$ cat src/rtl/ex_stage.sv
// ex_stage: MIPS execute stage with ALU, destination select and 32-cycle shift-add multiplier.
// Define EX_FWD_EN to enable EX-to-EX forwarding (adds the rs_in port).
module ex_stage #(
    parameter int DATA_W = 32,
    parameter int REG_AW = 5
) (
    input  logic                clk,
    input  logic                rst,
    input  logic [2*DATA_W-1:0] read_data_in,
    input  logic [DATA_W-1:0]   inst1_in,
    input  logic [REG_AW-1:0]   inst2_in,
    input  logic [REG_AW-1:0]   inst3_in,
`ifdef EX_FWD_EN
    input  logic [REG_AW-1:0]   rs_in,
`endif
    input  logic [5:0]          excntrlsig_in,
    input  logic [3:0]          memcntrlsig_in,
    input  logic [1:0]          wbcntrlsig_in,
    input  logic [DATA_W-1:0]   addr_in,
    output logic                stall_out,
    output logic [DATA_W-1:0]   alu_result_out,
    output logic [DATA_W-1:0]   write_data_out,
    output logic [REG_AW-1:0]   dest_reg_out,
    output logic                zero_out,
    output logic [3:0]          memcntrlsig_out,
    output logic [1:0]          wbcntrlsig_out,
    output logic [DATA_W-1:0]   addr_out
);
    localparam int CW = $clog2(DATA_W);
    typedef enum logic [1:0] {IDLE, BUSY, DONE} state_t;
    state_t r_state, w_next;
    logic [DATA_W-1:0] r_mcand, r_mplier, r_acc;
    logic [CW-1:0] r_cnt;
    logic [DATA_W-1:0] w_rs, w_rt, w_b, w_alu, w_res;
    logic [REG_AW-1:0] w_dest;
    logic w_alusrc, w_is_mul, w_bubble, w_done;
    logic [2:0] w_op;
    logic [1:0] w_regdst;
    assign {w_alusrc, w_op, w_regdst} = excntrlsig_in;
`ifdef EX_FWD_EN
    logic w_fwd;
    assign w_fwd = wbcntrlsig_out[1] && !memcntrlsig_out[3] && dest_reg_out != '0;
    assign w_rs = (w_fwd && dest_reg_out == rs_in) ? alu_result_out : read_data_in[DATA_W-1:0];
    assign w_rt = (w_fwd && dest_reg_out == inst2_in) ? alu_result_out : read_data_in[2*DATA_W-1:DATA_W];
`else
    assign w_rs = read_data_in[DATA_W-1:0];
    assign w_rt = read_data_in[2*DATA_W-1:DATA_W];
`endif
    assign w_b = w_alusrc ? inst1_in : w_rt;
    assign w_is_mul = w_op == 3'b101;
    assign w_done = r_state == DONE;
    assign w_bubble = (r_state == BUSY) || (r_state == IDLE && w_is_mul);
    assign w_dest = w_regdst == 2'b01 ? inst3_in : w_regdst == 2'b10 ? REG_AW'(31) : inst2_in;
    assign w_res = w_regdst == 2'b10 ? addr_in : w_alu;
    always_comb begin
        w_alu = '0;
        case (w_op)
            3'b000:  w_alu = w_rs + w_b;
            3'b001:  w_alu = w_rs - w_b;
            3'b010:  w_alu = w_rs & w_b;
            3'b011:  w_alu = w_rs | w_b;
            3'b100:  w_alu = {{(DATA_W-1){1'b0}}, $signed(w_rs) < $signed(w_b)};
            3'b110:  w_alu = w_rs ^ w_b;
            3'b111:  w_alu = ~(w_rs | w_b);
            default: w_alu = '0;
        endcase
    end
    always_comb begin
        w_next = r_state;
        stall_out = 1'b0;
        case (r_state)
            IDLE: begin
                stall_out = w_is_mul && !rst;
                w_next = w_is_mul ? BUSY : IDLE;
            end
            BUSY: begin
                stall_out = !rst;
                w_next = r_cnt == CW'(DATA_W-1) ? DONE : BUSY;
            end
            default: w_next = IDLE;
        endcase
    end
    always_ff @(posedge clk or posedge rst) begin
        if (rst) begin
            r_state <= IDLE;
            r_cnt <= '0;
            r_acc <= '0;
            r_mcand <= '0;
            r_mplier <= '0;
            alu_result_out <= '0;
            write_data_out <= '0;
            dest_reg_out <= '0;
            zero_out <= 1'b0;
            memcntrlsig_out <= '0;
            wbcntrlsig_out <= '0;
            addr_out <= '0;
        end else begin
            r_state <= w_next;
            if (r_state == IDLE && w_is_mul) begin
                r_mcand <= w_rs;
                r_mplier <= w_b;
                r_acc <= '0;
                r_cnt <= '0;
            end else if (r_state == BUSY) begin
                if (r_mplier[0]) r_acc <= r_acc + r_mcand;
                r_mcand <= r_mcand << 1;
                r_mplier <= r_mplier >> 1;
                r_cnt <= r_cnt + CW'(1);
            end
            alu_result_out <= w_bubble ? '0 : w_done ? r_acc : w_res;
            zero_out <= !w_bubble && (w_done ? r_acc == '0 : w_alu == '0);
            write_data_out <= w_bubble ? '0 : w_rt;
            dest_reg_out <= w_bubble ? '0 : w_dest;
            memcntrlsig_out <= w_bubble ? '0 : memcntrlsig_in;
            wbcntrlsig_out <= w_bubble ? '0 : wbcntrlsig_in;
            addr_out <= w_bubble ? '0 : addr_in;
        end
    end
endmodule

$ cat config.mk
export PLATFORM = sky130hd
export DESIGN_NAME = ex_stage
export DESIGN_NICKNAME = d
export VERILOG_FILES = /design/src/rtl/ex_stage.sv
export SDC_FILE = /design/constraint.sdc
export NUM_CORES = 1
export LEC_CHECK = 0
export ABC_AREA = 0
export CAP_MARGIN = 15
export CORE_MARGIN = 3
export CORE_UTILIZATION = 50
export DETAILED_ROUTE_END_ITERATION = 10
export PLACE_DENSITY = 0.76
export SYNTH_ARGS = -nofsm -noshare
export SYNTH_HDL_FRONTEND = slang
export SYNTH_SLANG_ARGS = --single-unit
$ cat constraint.sdc
create_clock -name clk -period 12.3 [get_ports clk]
set_input_delay 1.23 -clock clk [delete_from_list [all_inputs] [get_ports clk]]
set_output_delay 1.23 -clock clk [all_outputs]
set_load 0.01 [all_outputs]
==> metrics.yaml, run 1 <==
finalSetupViolations: 0
whs_ps: 484
synth-seq-area-share_pct: 32.2
critPathSlowestCell: "mux2i_1"
synth.most_common_cell: "nand2_1"
clock-sinks: 211
dp.cells: 2546
wire_per_inst_um: 22.6
yosys-top-cells-count: "nand2_1 (215), dfrtp_1 (211), nor2_1 (180)"
hpwl_mm: 44.6
drive_gt1_share_pct: 6.73
yosysTopAreaCellShare_pct: 32.2
min_period_over_period_pct: 46.1
post_cts_resized: 0
cp_max_fo: 32
worstHoldPathCells: 2
firstDrtPassIters: 6
grt_max_degree: 108
critPathBufInv: 1
hold_viol: 0
endpoint_kind: "flip-flop"
drtIter0Drc: 1620
dieHeight_um: 187
stdcell_area_sq_um: 19900
finClkSkew_ps: 18.8
drc: 0
grt_pass1_vias: 15200
vias: 15900
cts_tree: "yes"
cts_hold_buf: 0
die_area_sq_um: 35000
synthCells: 1962
path_clk_slew_ps: 70
cts_root_buf: "clkbuf_16"
fillers: 2772
fin_cells: 2590
tns_ps: 0
synth_area_leaders: "dfrtp_1 (32%), ha_1 (11%), nand2_1 (4.9%), a21oi_1 (4.5%), nor2_1 (4.1%)"
critical_path_required_ps: 12760
critPathMaxStageDelay_ps: 860
async_reset_ff_share_pct: 100
finalNetCount: 2442
synth_cell_type_count: 101
core-area_sq_um: 32000
cp.arrival_ps: 6130
relSlewSlack_pct: 24.9
syn_area_per_cell_sq_um: 8.35
ioPinCount: 261
synth.cell_area_sq_um: 16400
hold_path.class: "flip-flop to flip-flop"
yosysTopAreaCell: "dfrtp_1"
fin_crit_ps: 5670
htree_levels: 1
vias_per_cell: 6.15
crit_type: "primary input to flip-flop"
maxSlewViolCount: 0
area_delta_synth_final_pct: 21.7
grt_pass1_wl_mm: 91.2
cts_setup_buffers: 0
synth_edf_count: 0
clock_latency_ps: 550
path_delay_family: "compound AO/OA/AOI/OAI gates"
rsz0062_at_grt: "false"
r2r_end: "r_acc[31]"
synth_nets: 2266
grt_usage_pct: 32.7
drt_wl_total_mm: 58.6
ir_drop_uv: 109
final_antenna_net_count: 0
leakage_nw: 8.90
std_cell_rows: 65
crit_chain: "buf_2, mux2i_1, ha_1, a211o_1, o31ai_1, o32a_2, nand2_2, o211ai_2, a2111o_1, o221ai_1, nor4_2, nand4_1, o41ai_2"
die_w_um: 187
r2r_start: "r_acc[1]"
status: "completed"
drv_cap: 0
min_from: "r_mplier[16]"
tightestPinTransition_ps: 1120
gp_congestion: 1.02
start_util_pct: 51.3
start_kind: "primary input"
synth.ff_latch_count: 211
rrSetupSlack_ps: 8580
clockBufferDepth: 3
antenna_found_initial: 1
hold_end: "r_mplier[16]"
max_freq_mhz: 176
place_area_sq_um: 19100
io_buffers: 260
reg2reg_depth: 12
yosys_warnings: 0
synth_top_flop_cell: "dfrtp_1"
cts_inserted_buffers: 24
overflow: 0
power_density_nw_per_um2: 174
-- power breakdown --
part | switching [mW] | total (mW) | internal, mW | leakage [nW]
clock | 0.300 | 0.723 | 0.424 | 0.392
sequential | 0.191 | 1.07 | 0.884 | 2.75
combinational | 0.929 | 1.67 | 0.738 | 5.77
total | 1.42 | 3.46 | 2.04 | 8.90
-- worst max path at each step --
stage	start	endpoint	slack, ps	cells after the start
6_report	excntrlsig_in[5]	zero_out	6630	13
5_1_grt	excntrlsig_in[5]	zero_out	6490	13
4_1_cts	excntrlsig_in[5]	zero_out	6850	13
3_5_place_dp	excntrlsig_in[5]	zero_out	6300	13
3_3_place_gp	excntrlsig_in[5]	zero_out	6210	13
2_1_floorplan	rst	addr_out[0]	5300	1
-- state kept, by name (all words and copies together), names as in the netlist --
register	cells
memcntrlsig_out	4
r_mcand	32
r_state	2
alu_result_out	32
write_data_out	32
r_mplier	32
addr_out	32
r_acc	32
dest_reg_out	5
r_cnt	5
wbcntrlsig_out	2
zero_out	1
-- cells by family (layout without fill, tap and decap cells) --
| family | count (synthesis) | count (layout) | share of synthesized area (%) |
|---|---|---|---|
| AO/OA/AOI/OAI | 601 | 601 | 24.7 |
| multiplexers | 58 | 58 | 3.79 |
| adder cells (fa/ha/maj) | 152 | 152 | 11.7 |
| buffers and inverters | 237 | 429 | 5.92 |
| other | 0 | 1 | 0 |
| AND/OR/NAND/NOR | 660 | 660 | 19.3 |
| flip-flops | 211 | 211 | 32.2 |
| XOR/XNOR | 43 | 43 | 2.30 |
-- tightest hold or removal path, stage by stage, from the launching register on --
cell and delay, ps:
dfrtp_1 340, nand2_1 50, o21ai_0 60
-- cells in the final DEF (no fill, tap or decap), types with 10 or more instances in the layout --
master,count
xnor2_1,35
o211ai_1,24
o22ai_1,21
nor2b_1,15
nand2_1,215
a31oi_1,42
a22o_1,24
nand3_1,25
inv_1,106
mux2i_1,34
ha_1,149
a21oi_1,146
o31ai_1,15
clkbuf_16,24
dfrtp_1,211
o21ai_1,10
nor4_1,13
nor2_1,177
mux2_2,23
buf_4,18
o21bai_1,15
nand2b_1,17
nand4_1,15
clkdlybuf4s50_1,257
a21o_1,29
o21a_1,12
and2_1,73
a211o_1,11
nor3_1,45
a211oi_1,37
o21ai_0,112
-- area by class of cell --
cell class,count,area (sq um),area share [%]
clock buffer,32,671,3.36
inverter,109,417,2.09
multi-input combinational,1514,10200,51.0
sequential,211,5280,26.5
antenna,1,2.50,0.0125
timing repair buffer,278,2750,13.8
clock inverter,10,115,0.577
tap,435,544,2.73
-- stage by stage --
step                util [%]  setup WS (ps)  power [mW]
floorplan                  -           5300        2.18
global placement        59.9           6210        2.66
detailed placement      59.9           6300        2.71
CTS                     62.3           6850        3.44
global route            62.4           6490        3.69
finish                  62.4           6630        3.46
-- routing by layer --
| layer | GRT usage, % | share of wire [%] |
|---|---|---|
| met5 | 0 | 0 |
| met4 | 12.9 | 4.7 |
| met3 | 5.40 | 9.0 |
| met2 | 50.9 | 43 |
| met1 | 45.7 | 43 |
(Power assumes the default switching activity.)
==> inputs of run 2 (changes only) <==
Clock period 12.3 ns to 5.35 ns, I/O delays scaled along.
==> run 2 against run 1 <==
Non-clock buffer count grew 14; highest routed layer unchanged; cell count increased by 0.54%; routed wire length is 0.98% higher; worst setup slack lost 5600 ps; die area is the same; design area rose by 0.91%; sequential power is 130% higher; combinational power is 130% higher.
==> metrics.yaml, run 2 (synthesis gave the netlist of run 1 again) <==
cts_hold_buf: 0  # unchanged
die_area_sq_um: 35000  # unchanged
path_clk_slew_ps: 60  # about the same
dp.cells: 2561  # +0.59%
cts_root_buf: "clkbuf_16"
tns_ps: 0  # unchanged
start_util_pct: 51.3  # unchanged
cp.arrival_ps: 4790  # -1340 ps
std_cell_rows: 65  # unchanged
overflow: 0  # unchanged
ioPinCount: 261  # unchanged
gp_congestion: 1.04  # +1.7%
hold_viol: 0  # unchanged
htree_levels: 1  # unchanged
vias: 15900  # -0.038%
dieHeight_um: 187  # unchanged
combPwrFrac_pct: 47.3  # -0.8 points
finalSetupViolations: 0  # unchanged
leakage_nw: 9.00  # +1.1%
drt_wl_total_mm: 59.2  # +0.98%
hpwl_mm: 45.6  # +2.3%
endpoint_kind: "flip-flop"
fin_cells: 2604  # +0.54%
diodes: 0  # -1
core-area_sq_um: 32000  # unchanged
regArea_sq_um: 5280  # unchanged
grt_max_degree: 137  # +27%
seq_power_share_pct: 30.3  # -0.7 points
relSlewSlack_pct: 34.5  # +9.6 points
rsz0062_at_grt: "false"
maxSlewViolCount: 0  # unchanged
multi_input_area_sq_um: 10200  # about the same
final_cell_mix: "clkdlybuf4s50_1 (257), nand2_1 (215), dfrtp_1 (211), nor2_1 (178), ha_1 (149)"
min_from: "r_mplier[20]"
r2r_end: "r_acc[30]"
grt_pass1_wl_mm: 91.2  # about the same
drive_gt1_share_pct: 7.33  # +0.60 points
status: "completed"
cts_inserted_buffers: 24  # unchanged
antenna_found_initial: 0  # -1
critical_path_required_ps: 5780  # -6980 ps
finalNetCount: 2456  # +0.57%
cts_setup_buffers: 0  # unchanged
worstHoldPathCells: 2  # unchanged
final_common_cell: "clkdlybuf4s50_1"
fillers: 2749  # -0.83%
area_delta_synth_final_pct: 22.8
firstDrtPassIters: 5  # -1
reg2reg_depth: 14  # +2
drv_cap: 0  # unchanged
crit_type: "primary input to flip-flop"
tightestPinTransition_ps: 980  # -144 ps
r2r_start: "r_mcand[0]"
post_cts_resized: 0  # unchanged
power_density_nw_per_um2: 405  # +130%
rrSetupSlack_ps: 1600  # -6980 ps
die_w_um: 187  # unchanged
grt_usage_pct: 32.8  # about the same
cp_max_fo: 21  # -34%
clockPowerShare_pct: 22.4  # +1.5 points
clock-sinks: 211  # unchanged
drtIter0Drc: 1488  # -8.1%
wire_per_inst_um: 22.7  # +0.44%
power.internal_mw: 4.85  # +140%
vias_per_cell: 6.11  # -0.58%
final_antenna_net_count: 0  # unchanged
grt_pass1_vias: 15400  # +1.4%
max_freq_mhz: 230
min_period_over_period_pct: 81.3
hold_path.class: "flip-flop to flip-flop"
cts_tree: "yes"
ir_drop_uv: 213  # +96%
drc: 0  # unchanged
p_switching_mw: 3.30  # +130%
hold_end: "r_mplier[20]"
finClkSkew_ps: 24.4  # +5.58 ps
switching_share_pct: 40.5  # -0.49 points
clock_latency_ps: 560  # about the same
clockBufferDepth: 3  # unchanged
start_kind: "primary input"
io_buffers: 260  # unchanged
fin_crit_ps: 4350
run 2: changes by cell type in the layout (fill, tap and decap cells not counted), sizes merged:
cell	before	now
buf	21	35
bufinv	2	5
clkinv	9	7
clkinvlp	0	1
diode	1	0
inv	108	107
run 2: per-layer routing:
metal / track usage, % / routed length, um
met3: 7.07 / 5620
met5: 0 / 0
met1: 44.2 / 25000
met2: 51.6 / 25900
met4: 12.7 / 2690
run 2: power by group through the flow:
stage,sequential [mW],combinational [mW],clock [mW]
floorplan,2.35,2.68,0
global placement,2.47,3.67,0
detailed placement,2.48,3.78,0
CTS,2.46,3.80,1.84
global route,2.51,4.22,1.91
finish,2.47,3.86,1.82
run 2: critical path: stages:
cell	delay (ps)
buf_2	280
buf_12	230
mux2i_1	350
inv_1	160
fa_1	420
nor2_1	260
o311ai_1	210
a211oi_2	440
o21ai_1	170
a311o_1	340
o31ai_1	290
xnor2_1	150
o221ai_1	180
nor4_2	300
nand4_1	200
o41ai_2	270
run 2: cell type report:
| type | instances | share of cell area (%) |
|---|---|---|
| clock inverters | 11 | 0.970 |
| clock buffers | 32 | 3.33 |
| repair buffers | 292 | 14.2 |
| flip-flops and latches | 211 | 26.2 |
| inverters | 109 | 2.05 |
| well taps | 435 | 2.70 |
| multi-input cells | 1514 | 50.5 |
run 2: worst max path at each step:
stage	from	endpoint	slack (ps)	depth (start not counted)
3_5_place_dp	excntrlsig_in[5]	zero_out	520	16
5_1_grt	excntrlsig_in[5]	zero_out	620	16
4_1_cts	excntrlsig_in[5]	zero_out	1070	16
3_3_place_gp	excntrlsig_in[5]	alu_result_out[19]	690	14
6_report	excntrlsig_in[5]	zero_out	1000	16
2_1_floorplan	excntrlsig_in[5]	zero_out	1140	17
run 2: stage by stage:
stage                     utilization (%)  setup WS (ps)  area (sq um)  hold WS [ps]  power (mW)
after global placement               60.3            686         19300           465        6.13
after floorplan                         -           1140         16400           443        5.02
after global routing                 63.0            622         20100           495        8.63
after CTS                            63.0           1070         20100           486        8.10
final                                63.0            999         20100           482        8.15
after detailed placement             60.3            521         19300           472        6.25
